$ cat config.mk
export PLATFORM = sky130hd
export DESIGN_NAME = game_board_ctrl
export DESIGN_NICKNAME = d
export VERILOG_FILES = /design/src/rtl/game_board_ctrl_pkg.sv /design/src/rtl/game_board_ctrl_board_line_checker.sv /design/src/rtl/game_board_ctrl.sv
export SDC_FILE = /design/constraint.sdc
export NUM_CORES = 1
export LEC_CHECK = 0
export ABC_AREA = 1
export BUFFER_PORTS_ARGS = -buffer_cell sky130_fd_sc_hd__buf_4
export CAP_MARGIN = 20
export CORE_MARGIN = 4
export CORE_UTILIZATION = 46
export CTS_CLUSTER_DIAMETER = 30
export DETAILED_ROUTE_END_ITERATION = 16
export PLACE_DENSITY = 0.87
export SYNTH_ARGS = -nofsm -noshare
export SYNTH_HDL_FRONTEND = slang
export SYNTH_SLANG_ARGS = --single-unit
$ cat constraint.sdc
create_clock -name pclk -period 2.6 [get_ports pclk]
set_clock_uncertainty 0.2 [all_clocks]
set_input_delay 0.39 -clock pclk [delete_from_list [all_inputs] [get_ports pclk]]
set_output_delay 0.39 -clock pclk [all_outputs]
set_load 0.01 [all_outputs]
$ cat src/rtl/game_board_ctrl_pkg.sv
// game_board_ctrl_pkg: shared state encoding, winner codes and win-line masks
package game_board_ctrl_pkg;
  typedef enum logic [1:0] {S_IDLE, S_TURN, S_CHECK, S_RESULT} state_t;
  localparam logic [1:0] WIN_NONE = 2'b00;
  localparam logic [1:0] WIN_X    = 2'b01;
  localparam logic [1:0] WIN_O    = 2'b10;
  localparam logic [1:0] WIN_DRAW = 2'b11;
  localparam logic [7:0][8:0] WIN_LINES = {
    9'b001_010_100,
    9'b100_010_001,
    9'b100_100_100,
    9'b010_010_010,
    9'b001_001_001,
    9'b111_000_000,
    9'b000_111_000,
    9'b000_000_111
  };
endpackage

$ cat src/rtl/game_board_ctrl_board_line_checker.sv
// board_line_checker: flags when a player's board covers the selected win line
module board_line_checker
  import game_board_ctrl_pkg::*;
(
  input  logic [2:0] i_line,
  input  logic [8:0] i_board,
  output logic       o_hit
);
  assign o_hit = (i_board & WIN_LINES[i_line]) == WIN_LINES[i_line];
endmodule

$ cat src/rtl/game_board_ctrl.sv
// game_board_ctrl: tic-tac-toe controller with shadow/display boards and frame-synced updates
module game_board_ctrl
  import game_board_ctrl_pkg::*;
#(
  parameter logic [11:0] X_COLOR            = 12'hF00,
  parameter logic [11:0] O_COLOR            = 12'h00F,
  parameter int          RESULT_HOLD_FRAMES = 120
) (
  input  logic         pclk,
  input  logic         rst,
  input  logic         start_en,
  input  logic         choice_en,
  input  logic         vblnk_in,
  input  logic         click,
  input  logic [3:0]   click_sq,
  output logic         click_ack,
  output logic [8:0]   square_en,
  output logic [107:0] square_color,
  output logic         turn,
  output logic         game_over,
  output logic [1:0]   winner
);
  localparam int FW = $clog2(RESULT_HOLD_FRAMES + 1);
  state_t        r_state, w_state;
  logic [8:0]    r_xs, r_os, r_xd, r_od, w_xs, w_os, w_sq_mask;
  logic          r_turn, w_turn, r_ack, w_ack, r_vblnk;
  logic          w_vedge, w_play_ok, w_valid, w_hit;
  logic [1:0]    r_winner, w_winner;
  logic [2:0]    r_line, w_line;
  logic [FW-1:0] r_frames, w_frames;
  assign w_play_ok = start_en & ~choice_en;
  assign w_vedge   = vblnk_in & ~r_vblnk;
  assign w_sq_mask = 9'd1 << (click_sq - 4'd1);
  assign w_valid   = click && click_sq >= 4'd1 && click_sq <= 4'd9 && ((r_xs | r_os) & w_sq_mask) == 9'd0;
  board_line_checker u_checker (
    .i_line (r_line),
    .i_board(r_turn ? r_os : r_xs),
    .o_hit  (w_hit)
  );
  // next-state: move placement, line-by-line win scan, result hold and play_ok drop
  always_comb begin
    w_state  = r_state;
    w_xs     = r_xs;
    w_os     = r_os;
    w_turn   = r_turn;
    w_winner = r_winner;
    w_line   = r_line;
    w_frames = r_frames;
    w_ack    = 1'b0;
    if (!w_play_ok) begin
      w_state  = S_IDLE;
      w_xs     = '0;
      w_os     = '0;
      w_turn   = 1'b0;
      w_winner = WIN_NONE;
      w_line   = '0;
      w_frames = '0;
    end else begin
      case (r_state)
        S_IDLE: w_state = S_TURN;
        S_TURN: if (w_valid) begin
          w_xs    = r_turn ? r_xs : r_xs | w_sq_mask;
          w_os    = r_turn ? r_os | w_sq_mask : r_os;
          w_ack   = 1'b1;
          w_line  = '0;
          w_state = S_CHECK;
        end
        S_CHECK: if (w_hit) begin
          w_winner = r_turn ? WIN_O : WIN_X;
          w_frames = '0;
          w_state  = S_RESULT;
        end else if (r_line == 3'd7) begin
          w_winner = (r_xs | r_os) == 9'h1FF ? WIN_DRAW : WIN_NONE;
          w_turn   = (r_xs | r_os) == 9'h1FF ? r_turn : ~r_turn;
          w_frames = '0;
          w_state  = (r_xs | r_os) == 9'h1FF ? S_RESULT : S_TURN;
        end else begin
          w_line = r_line + 3'd1;
        end
        S_RESULT: if (w_vedge) begin
          if (r_frames == FW'(RESULT_HOLD_FRAMES - 1)) begin
            w_xs     = '0;
            w_os     = '0;
            w_turn   = 1'b0;
            w_winner = WIN_NONE;
            w_frames = '0;
            w_state  = S_TURN;
          end else begin
            w_frames = r_frames + FW'(1);
          end
        end
        default: w_state = S_IDLE;
      endcase
    end
  end
  // state registers; display boards latch the shadow boards at each frame start
  always_ff @(posedge pclk) begin
    if (rst) begin
      r_state  <= S_IDLE;
      r_xs     <= '0;
      r_os     <= '0;
      r_xd     <= '0;
      r_od     <= '0;
      r_turn   <= 1'b0;
      r_ack    <= 1'b0;
      r_vblnk  <= 1'b0;
      r_winner <= WIN_NONE;
      r_line   <= '0;
      r_frames <= '0;
    end else begin
      r_state  <= w_state;
      r_xs     <= w_xs;
      r_os     <= w_os;
      r_turn   <= w_turn;
      r_ack    <= w_ack;
      r_vblnk  <= vblnk_in;
      r_winner <= w_winner;
      r_line   <= w_line;
      r_frames <= w_frames;
      if (w_vedge) begin
        r_xd <= r_xs;
        r_od <= r_os;
      end
    end
  end
  for (genvar i = 0; i < 9; i++) begin : g_color
    assign square_color[12*i +: 12] = r_xd[i] ? X_COLOR : r_od[i] ? O_COLOR : 12'h000;
  end
  assign click_ack = r_ack;
  assign square_en = r_xd | r_od;
  assign turn      = r_turn;
  assign winner    = r_winner;
  assign game_over = r_state == S_RESULT;
endmodule
# Word-level counts from Yosys, hierarchy flattened
# Memory sizes are Yosys's and may differ from the RTL's. A register that Yosys moved wholly into a read port is not among the register bits.
# Index checks and enable logic that the tools add are counted.
# word_totals
output_inout_bits	122
wordCells	126
memories	1
in_bits	10
ff_bits	53
romBits	72
# classes
order_cmp	3
bitwise	13
addsub	3
reduce_logical	17
mux	60
n_eq_ne	17
shifts	1
# mem_list
name	words	word_bits	read_ports	rd_ports_with_merged_regs	wr	line_no	rtl
(name not given)	8	9	1	1	0	game_board_ctrl_board_line_checker.sv:9	assign o_hit = (i_board & WIN_LINES[i_line]) == WIN_LINES[i_line];
# ops
op	n
two-way mux 12 bit	9
two-way mux 9 bit	8
two-way mux 4 bit	9
bitwise OR 9 bit	4
one-hot mux 9 bit (2 select lines)	2
two-way mux 7 bit	4
two-way mux 2 bit	12
AND 9 bit	2
two-way mux 3 bit	5
inequality test 2 bit (second input constant)	7
one-hot mux 7 bit (2 select lines)	1
AND reduction 4 bit	3
AND reduction 5 bit	2
== test 9 bit	1
== test 9 bit (second input constant)	1
zero test 9 bit	1
left shift 1 x 4 -> 9 bit (first input constant)	1
one-hot mux 2 bit (4 select lines)	1
adder 7 x 1 -> 7 bit (second input constant)	1
== test 7 bit (second input constant)	1
two-way mux 1 bit	6
one-hot mux 3 bit (2 select lines)	1
AND reduction 6 bit	1
nonzero test 2 bit	3
19 further kinds	28

# Depth between registers and ports, before layout
# Gate-level depths: netlist of run 1.
# depth
word_depth	9
mapped_depth	19

# By module
# From an unflattened synthesis of run 1, not the netlist that was laid out.
# hier_totals
cells_unflattened	555
area_unflattened_um2	3793.6
# by_module_without_submodules
module	area_per_inst_um2	cells_each	seq_area_each_um2	n_inst
game_board_ctrl	3558.4	512	1061.0	1
board_line_checker	235.2	43	0.0	1

# Least setup slack after synthesis of run 1
# Ideal clock, no wire load.
# synth_timing
kind	in2reg
start	input click_sq[0]
end	register (tool-made name)
path_stages	18
setup_ns	0.113
path_slack_ns	0.100
t_arrival_ns	2.188
path_cell_list	nor2_2 -> ha_1 -> inv_1 -> nand4_1 -> inv_1 -> nand2_1 -> nand3_1 -> nor2_1 -> nand2_2 -> nand2_8 -> nand3_2 -> nand2_2 -> nor2_4 -> inv_1 -> ha_1 -> inv_1 -> nand2_1 -> nand2_1
# synth_rtl
element	line_no	rtl
start, declared	game_board_ctrl.sv:15	input logic [3:0] click_sq,

==> impl_metrics.xml, run 1 <==
<?xml version="1.0" encoding="UTF-8"?>
<metrics>
  <group name="outcome">
    <metric name="status" unit="">finished clean</metric>
  </group>
  <group name="placed_design">
    <metric name="placedInstanceArea" unit="mm²">0.00436</metric>
    <metric name="place.port_buffers" unit="">95</metric>
    <metric name="place_congestion" unit="">0.916</metric>
    <metric name="dpl_worst_slack" unit="ns">-0.134</metric>
    <metric name="dpl.hpwl" unit="µm">7290</metric>
  </group>
  <group name="critical_path">
    <metric name="r2r_slack" unit="ns">0.25</metric>
    <metric name="setup.worst_path.class" unit="">input pin to register</metric>
    <metric name="timing.critical_path.required" unit="ns">2.65</metric>
    <metric name="timing.critical_path.buf_inv" unit="">3</metric>
    <metric name="ff2ff_path_depth" unit="">16</metric>
    <metric name="timing.critical_path.slowest_cell_delay" unit="ns">0.31</metric>
    <metric name="critPathLaunchType" unit="">input pin</metric>
    <metric name="cp.arrival" unit="ns">2.42</metric>
    <metric name="r2r-start" unit="">turn</metric>
    <metric name="worstSetupEndpointType" unit="">register</metric>
    <metric name="critPathMaxFanout" unit="">6</metric>
    <metric name="worst_path_dominant_cell_family" unit="">simple AND/OR/NAND/NOR gates</metric>
    <metric name="worstPathCellList" unit="">buf_4 -&gt; nor2_2 -&gt; ha_1 -&gt; nand4_1 -&gt; nor2_1 -&gt; nor2_1 -&gt; nand3_1 -&gt; nor2_1 -&gt; nand2_2 -&gt; nand2_8 -&gt; nand3_1 -&gt; nand2_2 -&gt; nand2_4 -&gt; inv_1 -&gt; ha_1 -&gt; inv_1 -&gt; nand3_1 -&gt; nand2_1</metric>
    <metric name="critical_path_cell_with_the_highest_stage_delay" unit="">ha_1</metric>
  </group>
  <group name="timing">
    <metric name="worst_tran_pin_value" unit="ns">0.516</metric>
    <metric name="final.setup.worst_slack" unit="ns">0.228</metric>
    <metric name="rsz0062_at_grt" unit="">no</metric>
    <metric name="hold_viol" unit="">0</metric>
    <metric name="period_minus_slack" unit="ns">2.37</metric>
    <metric name="finalMaxSlewViolations" unit="">0</metric>
    <metric name="fmax" unit="GHz">0.422</metric>
    <metric name="final-setup-viol-count" unit="">0</metric>
    <metric name="holdWs" unit="ns">0.0539</metric>
    <metric name="finalCritPeriodShare" unit="%">91.2</metric>
    <metric name="final.setup.tns" unit="ns">0</metric>
    <metric name="timing.slew.headroom" unit="%">65.4</metric>
  </group>
  <group name="floorplan">
    <metric name="dieArea" unit="mm²">0.0101</metric>
    <metric name="top_level_ports" unit="">132</metric>
    <metric name="core_area" unit="mm²">0.00826</metric>
    <metric name="fp.dieW" unit="µm">101</metric>
    <metric name="die_h" unit="µm">101</metric>
    <metric name="start_util" unit="%">47.7</metric>
    <metric name="num_rows" unit="">33</metric>
  </group>
  <group name="grt">
    <metric name="grt_use_total" unit="%">18.4</metric>
    <metric name="groute.layer.met3.usage" unit="%">3.11</metric>
    <metric name="grt.overflow.total" unit="">0</metric>
    <metric name="antenna_found_initial" unit="">0</metric>
    <metric name="number_of_global_route_vias_before_repair" unit="">3197</metric>
    <metric name="grt_most_used_layer" unit="">met2</metric>
    <metric name="pin_count_of_the_biggest_net_entering_global_routing" unit="">38</metric>
    <metric name="grt_util_met2" unit="%">32.9</metric>
    <metric name="grt_use_met1" unit="%">21.1</metric>
    <metric name="wire_length_of_the_first_global_routing_pass" unit="µm">15000</metric>
  </group>
  <group name="logic_synthesis">
    <metric name="synth_sequential_area_ratio" unit="%">31.5</metric>
    <metric name="syn_area" unit="mm²">0.00394</metric>
    <metric name="synth_compound_gate_area_share" unit="%">10.0</metric>
    <metric name="synth-xor-area-share" unit="%">0.667</metric>
    <metric name="synth_top_cells_by_area" unit="">dfxtp_1 32%, buf_4 17%, nand2_1 8.5%</metric>
    <metric name="yosysTopAreaCellShare" unit="%">31.5</metric>
    <metric name="yosysWarningCount" unit="">0</metric>
    <metric name="yosysTopAreaCell" unit="">dfxtp_1</metric>
    <metric name="synth_simple_gate_area_share" unit="%">28.1</metric>
    <metric name="combinational_family_with_the_most_area_after_synthesis" unit="">simple AND/OR/NAND/NOR gates</metric>
    <metric name="synth_cell_types" unit="">38</metric>
    <metric name="synth.area.mux_share" unit="%">0</metric>
    <metric name="netlist_instances" unit="">535</metric>
    <metric name="synth_fa_ha_area_share" unit="%">4.45</metric>
    <metric name="total_of_flip_flops_plus_latches_after_synthesis" unit="">62</metric>
    <metric name="synth_area_per_cell" unit="µm²">7.36</metric>
  </group>
  <group name="route">
    <metric name="post-route-drc-count" unit="">0</metric>
    <metric name="totalWireLength" unit="µm">9260</metric>
    <metric name="number_of_iterations_in_the_first_detailed_routing_pass" unit="">5</metric>
    <metric name="vias" unit="">3490</metric>
    <metric name="route.antenna.remaining_nets" unit="">0</metric>
    <metric name="routedWlPerCell" unit="µm">13.1</metric>
    <metric name="detail_route.iter0.violations" unit="">270</metric>
    <metric name="detail_route.vias_per_cell" unit="">4.92</metric>
  </group>
  <group name="clock_network">
    <metric name="tritoncts_clock_tree" unit="">built</metric>
    <metric name="worst_setup_hold_path_clk_slew" unit="ns">0.08</metric>
    <metric name="insertion_delay" unit="ns">0.36</metric>
    <metric name="post_cts_resize_count" unit="">0</metric>
    <metric name="cts_hold_buffers" unit="">0</metric>
    <metric name="cts_max_path_buffers" unit="">2</metric>
    <metric name="clock-root-buffer" unit="">clkbuf_8</metric>
    <metric name="cts.repair_timing.setup_buffer_count" unit="">0</metric>
    <metric name="cts-buffers-inserted" unit="">9</metric>
    <metric name="cts.sink_count" unit="">62</metric>
    <metric name="cts-htree-levels" unit="">3</metric>
  </group>
  <group name="run">
    <metric name="total_of_max_cap_violations" unit="">0</metric>
  </group>
  <group name="pwr">
    <metric name="p_per_area" unit="mW/mm²">493</metric>
    <metric name="swShare" unit="%">28.6</metric>
    <metric name="power.share.combinational" unit="%">16.6</metric>
    <metric name="power_frac_clock" unit="%">39.3</metric>
    <metric name="vdd.ir_drop.worst" unit="µV">212</metric>
    <metric name="p_total" unit="µW">2250</metric>
    <metric name="sequential_power_share" unit="%">44.1</metric>
    <metric name="internal-power" unit="µW">1610</metric>
    <metric name="power.net_switching" unit="µW">644</metric>
    <metric name="p_leak" unit="µW">0.00223</metric>
  </group>
  <group name="layout">
    <metric name="total_area_of_multi_input_combinational_cells" unit="mm²">0.00184</metric>
    <metric name="share_of_layout_cells_above_drive_strength_1" unit="%">31.0</metric>
    <metric name="top_library_cells_by_usage_in_the_layout_fill_and_taps_aside" unit="">118 x buf_4, 89 x nand2_1, 61 x inv_1, 61 x dfxtp_1, 53 x nor2_1</metric>
    <metric name="mostFrequentLayoutCell" unit="">buf_4</metric>
    <metric name="num_antenna_cells" unit="">0</metric>
    <metric name="finalNetCount" unit="">623</metric>
    <metric name="final_design_area_no_fill" unit="mm²">0.00457</metric>
    <metric name="syn2layout_area_growth" unit="%">16.1</metric>
    <metric name="final.fill_count" unit="">732</metric>
    <metric name="ff_latch_area" unit="mm²">0.00124</metric>
  </group>
  <group name="hold_path">
    <metric name="hold_depth" unit="">3</metric>
    <metric name="hold-path-endpoint" unit="">r_vblnk</metric>
    <metric name="min-delay-path-class" unit="">input pin to register</metric>
    <metric name="origin_of_the_worst_min_delay_path" unit="">vblnk_in</metric>
  </group>
</metrics>
-- worst max path at each step --
| stage | start | endpoint | slack (ns) | cells after the start |
|---|---|---|---|---|
| floorplan | click_sq[0] | register | 0.1 | 18 |
| global route | click_sq[0] | register | 0.02 | 18 |
| detailed placement | click_sq[0] | register | -0.13 | 19 |
| finish | click_sq[0] | register | 0.23 | 18 |
| CTS | turn | register | 0.14 | 16 |
| global placement | click_sq[0] | register | -0.06 | 18 |
-- per-stage QoR --
step	cells	util, %
after floorplan	570	-
after global placement	693	52.8
after detailed placement	693	52.8
after CTS	709	55.3
after global routing	709	55.3
final	709	55.3
-- power by group through the flow --
stage / clock network, µW / logic (µW) / registers [µW]
2_1_floorplan: 0 / 296 / 1010
3_3_place_gp: 0 / 367 / 1010
3_5_place_dp: 0 / 373 / 1020
4_1_cts: 898 / 374 / 993
5_1_grt: 942 / 409 / 997
6_report: 886 / 374 / 993
-- area by class of cell --
cell class,count,area share (%)
Multi-Input combinational cell,338,40.3
Sequential cell,62,27.2
Timing Repair Buffer,118,19.4
Inverter,70,5.75
Clock buffer,10,3.01
Tap cell,105,2.87
Clock inverter,6,1.51
-- logic make-up after synthesis --
logic type | Yosys count
AO/OA/AOI/OAI | 64
XOR/XNOR | 3
adder cells (fa/ha/maj) | 14
buffers and inverters | 170
flip-flops | 62
other | 1
AND/OR/NAND/NOR | 221
-- cell usage after synthesis --
library cell / count
xnor2_1: 1
xor2_1: 2
nand2_2: 12
clkbuf_1: 4
o211ai_1: 2
buf_4: 91
nor2_4: 3
conb_1: 1
nand3_2: 4
o21ai_0: 9
nand4_1: 15
nand3b_1: 1
nor3_1: 4
nand2_1: 89
ha_1: 14
o21bai_1: 1
a21oi_2: 2
clkinv_1: 2
nand3_1: 17
nor3b_1: 1
inv_1: 62
nor3_2: 1
nand2_4: 5
or2_2: 9
a21oi_1: 28
o21ai_1: 2
buf_1: 3
o21ai_2: 1
a211oi_1: 18
nand3_4: 3
nand2_8: 1
nor2_1: 54
o21ai_4: 1
buf_2: 1
dfxtp_1: 62
inv_2: 6
nor2_2: 2
buf_6: 1
-- worst register-to-register path: stages (launching register included) --
cell and delay [ns]:
dfxtp_2 0.40, buf_4 0.19, nand2_1 0.06, nand3_1 0.09
nand2_1 0.09, nor2_4 0.13, nand3_4 0.12, nand3_4 0.10
nand2_4 0.09, nand3_2 0.09, nand2_2 0.07, nor2_4 0.10
inv_1 0.08, ha_1 0.30, inv_1 0.04, nand2_1 0.06
nand2_1 0.05
-- metal layers --
layer,vias to the layer above,routed length (µm)
li1,1700,-
met5,-,0
met3,32,804
met2,167,4720
met1,1591,3450
met4,0,286
(Power assumes the default switching activity.)
==> run 2, diff against run 1 <==
--- a/config.mk
+++ b/config.mk
@@ -12,6 +12,7 @@
 export CORE_UTILIZATION = 46
 export CTS_CLUSTER_DIAMETER = 30
 export DETAILED_ROUTE_END_ITERATION = 16
+export HOLD_SLACK_MARGIN = 0.12
 export PLACE_DENSITY = 0.87
 export SYNTH_ARGS = -nofsm -noshare
 export SYNTH_HDL_FRONTEND = slang
==> run 2 against run 1 <==
Against the previous run: critical path depth did not move; die area did not move; sequential share of layout area fell by 0.059 points; combinational power barely moved; cell count rose by 0.14%; largest power group unchanged; wire length rose by 0.67%; maximum frequency rose by 0.48%; register-to-register slack barely moved; clock power barely moved; flip-flop and latch count did not move; hold slack improved by 0.10 ns.
==> impl_metrics.xml, run 2 (synthesized netlist as in run 1, its figures left out) <==
<?xml version="1.0" encoding="UTF-8"?>
<metrics>
  <group name="clock_network">
    <metric name="insertion_delay" unit="ns">0.36</metric>
    <metric name="cts-htree-levels" unit="">3</metric>
    <metric name="tritoncts_clock_tree" unit="">built</metric>
    <metric name="cts.sink_count" unit="">62</metric>
    <metric name="cts.repair_timing.setup_buffer_count" unit="">0</metric>
    <metric name="cts-buffers-inserted" unit="">9</metric>
    <metric name="cts_max_path_buffers" unit="">2</metric>
    <metric name="worst_setup_hold_path_clk_slew" unit="ns">0.08</metric>
    <metric name="clock-root-buffer" unit="">clkbuf_8</metric>
  </group>
  <group name="timing">
    <metric name="worst_tran_pin_value" unit="ns">0.510</metric>
    <metric name="final-setup-viol-count" unit="">0</metric>
    <metric name="fmax" unit="GHz">0.424</metric>
    <metric name="timing.slew.headroom" unit="%">65.8</metric>
    <metric name="holdWs" unit="ns">0.155</metric>
    <metric name="period_minus_slack" unit="ns">2.36</metric>
    <metric name="finalCritPeriodShare" unit="%">90.8</metric>
    <metric name="hold_viol" unit="">0</metric>
    <metric name="rsz0062_at_grt" unit="">no</metric>
    <metric name="finalMaxSlewViolations" unit="">0</metric>
  </group>
  <group name="critical_path">
    <metric name="critPathLaunchType" unit="">input pin</metric>
    <metric name="critical_path_cell_with_the_highest_stage_delay" unit="">ha_1</metric>
    <metric name="cp.arrival" unit="ns">2.41</metric>
    <metric name="ff2ff_path_depth" unit="">16</metric>
    <metric name="timing.critical_path.required" unit="ns">2.65</metric>
    <metric name="setup.worst_path.class" unit="">input pin to register</metric>
    <metric name="timing.critical_path.buf_inv" unit="">3</metric>
    <metric name="r2r_slack" unit="ns">0.25</metric>
    <metric name="worst_path_dominant_cell_family" unit="">simple AND/OR/NAND/NOR gates</metric>
    <metric name="worstSetupEndpointType" unit="">register</metric>
    <metric name="worstPathCellList" unit="">buf_4 -&gt; nor2_2 -&gt; ha_1 -&gt; nand4_1 -&gt; nor2_1 -&gt; nor2_1 -&gt; nand3_1 -&gt; nor2_1 -&gt; nand2_2 -&gt; nand2_8 -&gt; nand3_1 -&gt; nand2_2 -&gt; nand2_4 -&gt; inv_1 -&gt; ha_1 -&gt; inv_1 -&gt; nand3_1 -&gt; nand2_1</metric>
    <metric name="timing.critical_path.slowest_cell_delay" unit="ns">0.31</metric>
    <metric name="critPathMaxFanout" unit="">6</metric>
    <metric name="cp_num_cells" unit="">18</metric>
  </group>
  <group name="placed_design">
    <metric name="place.port_buffers" unit="">95</metric>
    <metric name="place_congestion" unit="">0.916</metric>
    <metric name="dpl.hpwl" unit="µm">7290</metric>
  </group>
  <group name="layout">
    <metric name="total_area_of_multi_input_combinational_cells" unit="mm²">0.00184</metric>
    <metric name="top_library_cells_by_usage_in_the_layout_fill_and_taps_aside" unit="">118 x buf_4, 89 x nand2_1, 61 x inv_1, 61 x dfxtp_1, 53 x nor2_1</metric>
    <metric name="mostFrequentLayoutCell" unit="">buf_4</metric>
    <metric name="final_core_util" unit="%">55.5</metric>
    <metric name="ff_latch_area" unit="mm²">0.00124</metric>
    <metric name="share_of_layout_cells_above_drive_strength_1" unit="%">30.9</metric>
    <metric name="num_antenna_cells" unit="">0</metric>
    <metric name="finalNetCount" unit="">624</metric>
    <metric name="syn2layout_area_growth" unit="%">16.3</metric>
    <metric name="final.fill_count" unit="">729</metric>
  </group>
  <group name="floorplan">
    <metric name="fp.dieW" unit="µm">101</metric>
    <metric name="top_level_ports" unit="">132</metric>
    <metric name="die_h" unit="µm">101</metric>
    <metric name="num_rows" unit="">33</metric>
    <metric name="start_util" unit="%">47.7</metric>
    <metric name="dieArea" unit="mm²">0.0101</metric>
    <metric name="core_area" unit="mm²">0.00826</metric>
  </group>
  <group name="route">
    <metric name="detail_route.vias_per_cell" unit="">4.91</metric>
    <metric name="detail_route.iter0.violations" unit="">249</metric>
    <metric name="vias" unit="">3483</metric>
    <metric name="totalWireLength" unit="µm">9320</metric>
    <metric name="number_of_iterations_in_the_first_detailed_routing_pass" unit="">5</metric>
    <metric name="post-route-drc-count" unit="">0</metric>
    <metric name="route.antenna.remaining_nets" unit="">0</metric>
    <metric name="routedWlPerCell" unit="µm">13.1</metric>
  </group>
  <group name="pwr">
    <metric name="internal-power" unit="µW">1610</metric>
    <metric name="power.net_switching" unit="µW">647</metric>
    <metric name="sequential_power_share" unit="%">44.0</metric>
    <metric name="vdd.ir_drop.worst" unit="µV">210</metric>
    <metric name="swShare" unit="%">28.7</metric>
    <metric name="p_leak" unit="µW">0.00224</metric>
    <metric name="power_frac_clock" unit="%">39.4</metric>
    <metric name="p_per_area" unit="mW/mm²">493</metric>
    <metric name="power.share.combinational" unit="%">16.6</metric>
  </group>
  <group name="grt">
    <metric name="pin_count_of_the_biggest_net_entering_global_routing" unit="">38</metric>
    <metric name="groute.layer.met3.usage" unit="%">3.11</metric>
    <metric name="wire_length_of_the_first_global_routing_pass" unit="µm">15000</metric>
    <metric name="grt_util_met2" unit="%">33.0</metric>
    <metric name="grt_use_met1" unit="%">21.1</metric>
    <metric name="grt_most_used_layer" unit="">met2</metric>
    <metric name="antenna_found_initial" unit="">0</metric>
    <metric name="number_of_global_route_vias_before_repair" unit="">3201</metric>
    <metric name="grt_use_total" unit="%">18.4</metric>
    <metric name="grt.overflow.total" unit="">0</metric>
  </group>
  <group name="outcome">
    <metric name="status" unit="">finished clean</metric>
  </group>
  <group name="hold_path">
    <metric name="min-delay-path-class" unit="">input pin to register</metric>
    <metric name="hold_depth" unit="">2</metric>
  </group>
  <group name="run">
    <metric name="total_of_max_cap_violations" unit="">0</metric>
  </group>
</metrics>
[run 2: cell types whose count changed in the layout (fill, tap and decap cells not counted)]
cell | previous run | this run
dlygate4sd3_1 | 0 | 1
[run 2: worst paths after layout]
check,startpoint,endpoint
max,click_sq[0],register
max reg2reg,turn,register
min,rst,r_vblnk
min reg2reg,winner[0],winner[0]
[run 2: worst reg2reg max path, stage by stage (launching register included)]
cell     delay (ns)
dfxtp_2        0.41
buf_4          0.19
nand2_1        0.06
nand3_1        0.09
nand2_1        0.09
nor2_4         0.13
nand3_4        0.12
nand3_4        0.10
nand2_4        0.09
nand3_2        0.09
nand2_2        0.07
nor2_4         0.10
inv_1          0.08
ha_1           0.30
inv_1          0.04
nand2_1        0.06
nand2_1        0.05
[run 2: power by group through the flow]
stage / Sequential (µW) / Combinational (µW) / Clock [µW]
6_report: 993 / 375 / 889
5_1_grt: 997 / 410 / 942
4_1_cts: 993 / 375 / 898
3_5_place_dp: 1020 / 373 / 0
3_3_place_gp: 1010 / 367 / 0
2_1_floorplan: 1010 / 296 / 0
[run 2: metrics by stage]
| stage | setup WS, ns | setup TNS [ns] | cell area (µm²) | power [µW] | instances |
|---|---|---|---|---|---|
| global placement | -0.0606 | -0.161 | 4360 | 1380 | 693 |
| floorplan | 0.0997 | 0 | 4070 | 1310 | 570 |
| finish | 0.239 | 0 | 4580 | 2260 | 710 |
| global route | 0.0175 | 0 | 4580 | 2350 | 710 |
| CTS | 0.138 | 0 | 4580 | 2270 | 710 |
| detailed placement | -0.134 | -0.581 | 4360 | 1390 | 693 |
[run 2: final cells by class]
class	count	area share (%)
multi-input cells	338	40.2
flip-flops and latches	62	27.1
repair buffers	119	19.6
inverters	70	5.74
clock buffers	10	3.00
well taps	105	2.87
clock inverters	6	1.50
[run 2: repair_timing]
action,in CTS,in global routing
hold buffers,1,0
gates resized for setup,0,2
endpoints found under the setup margin,0,2
hold endpoints to repair,1,0
[run 2: metal layers]
layer | wire length (µm) | share of wire, %
met4 | 261 | 2.8
met3 | 900 | 9.7
met2 | 4760 | 51
met1 | 3400 | 36
met5 | 0 | 0
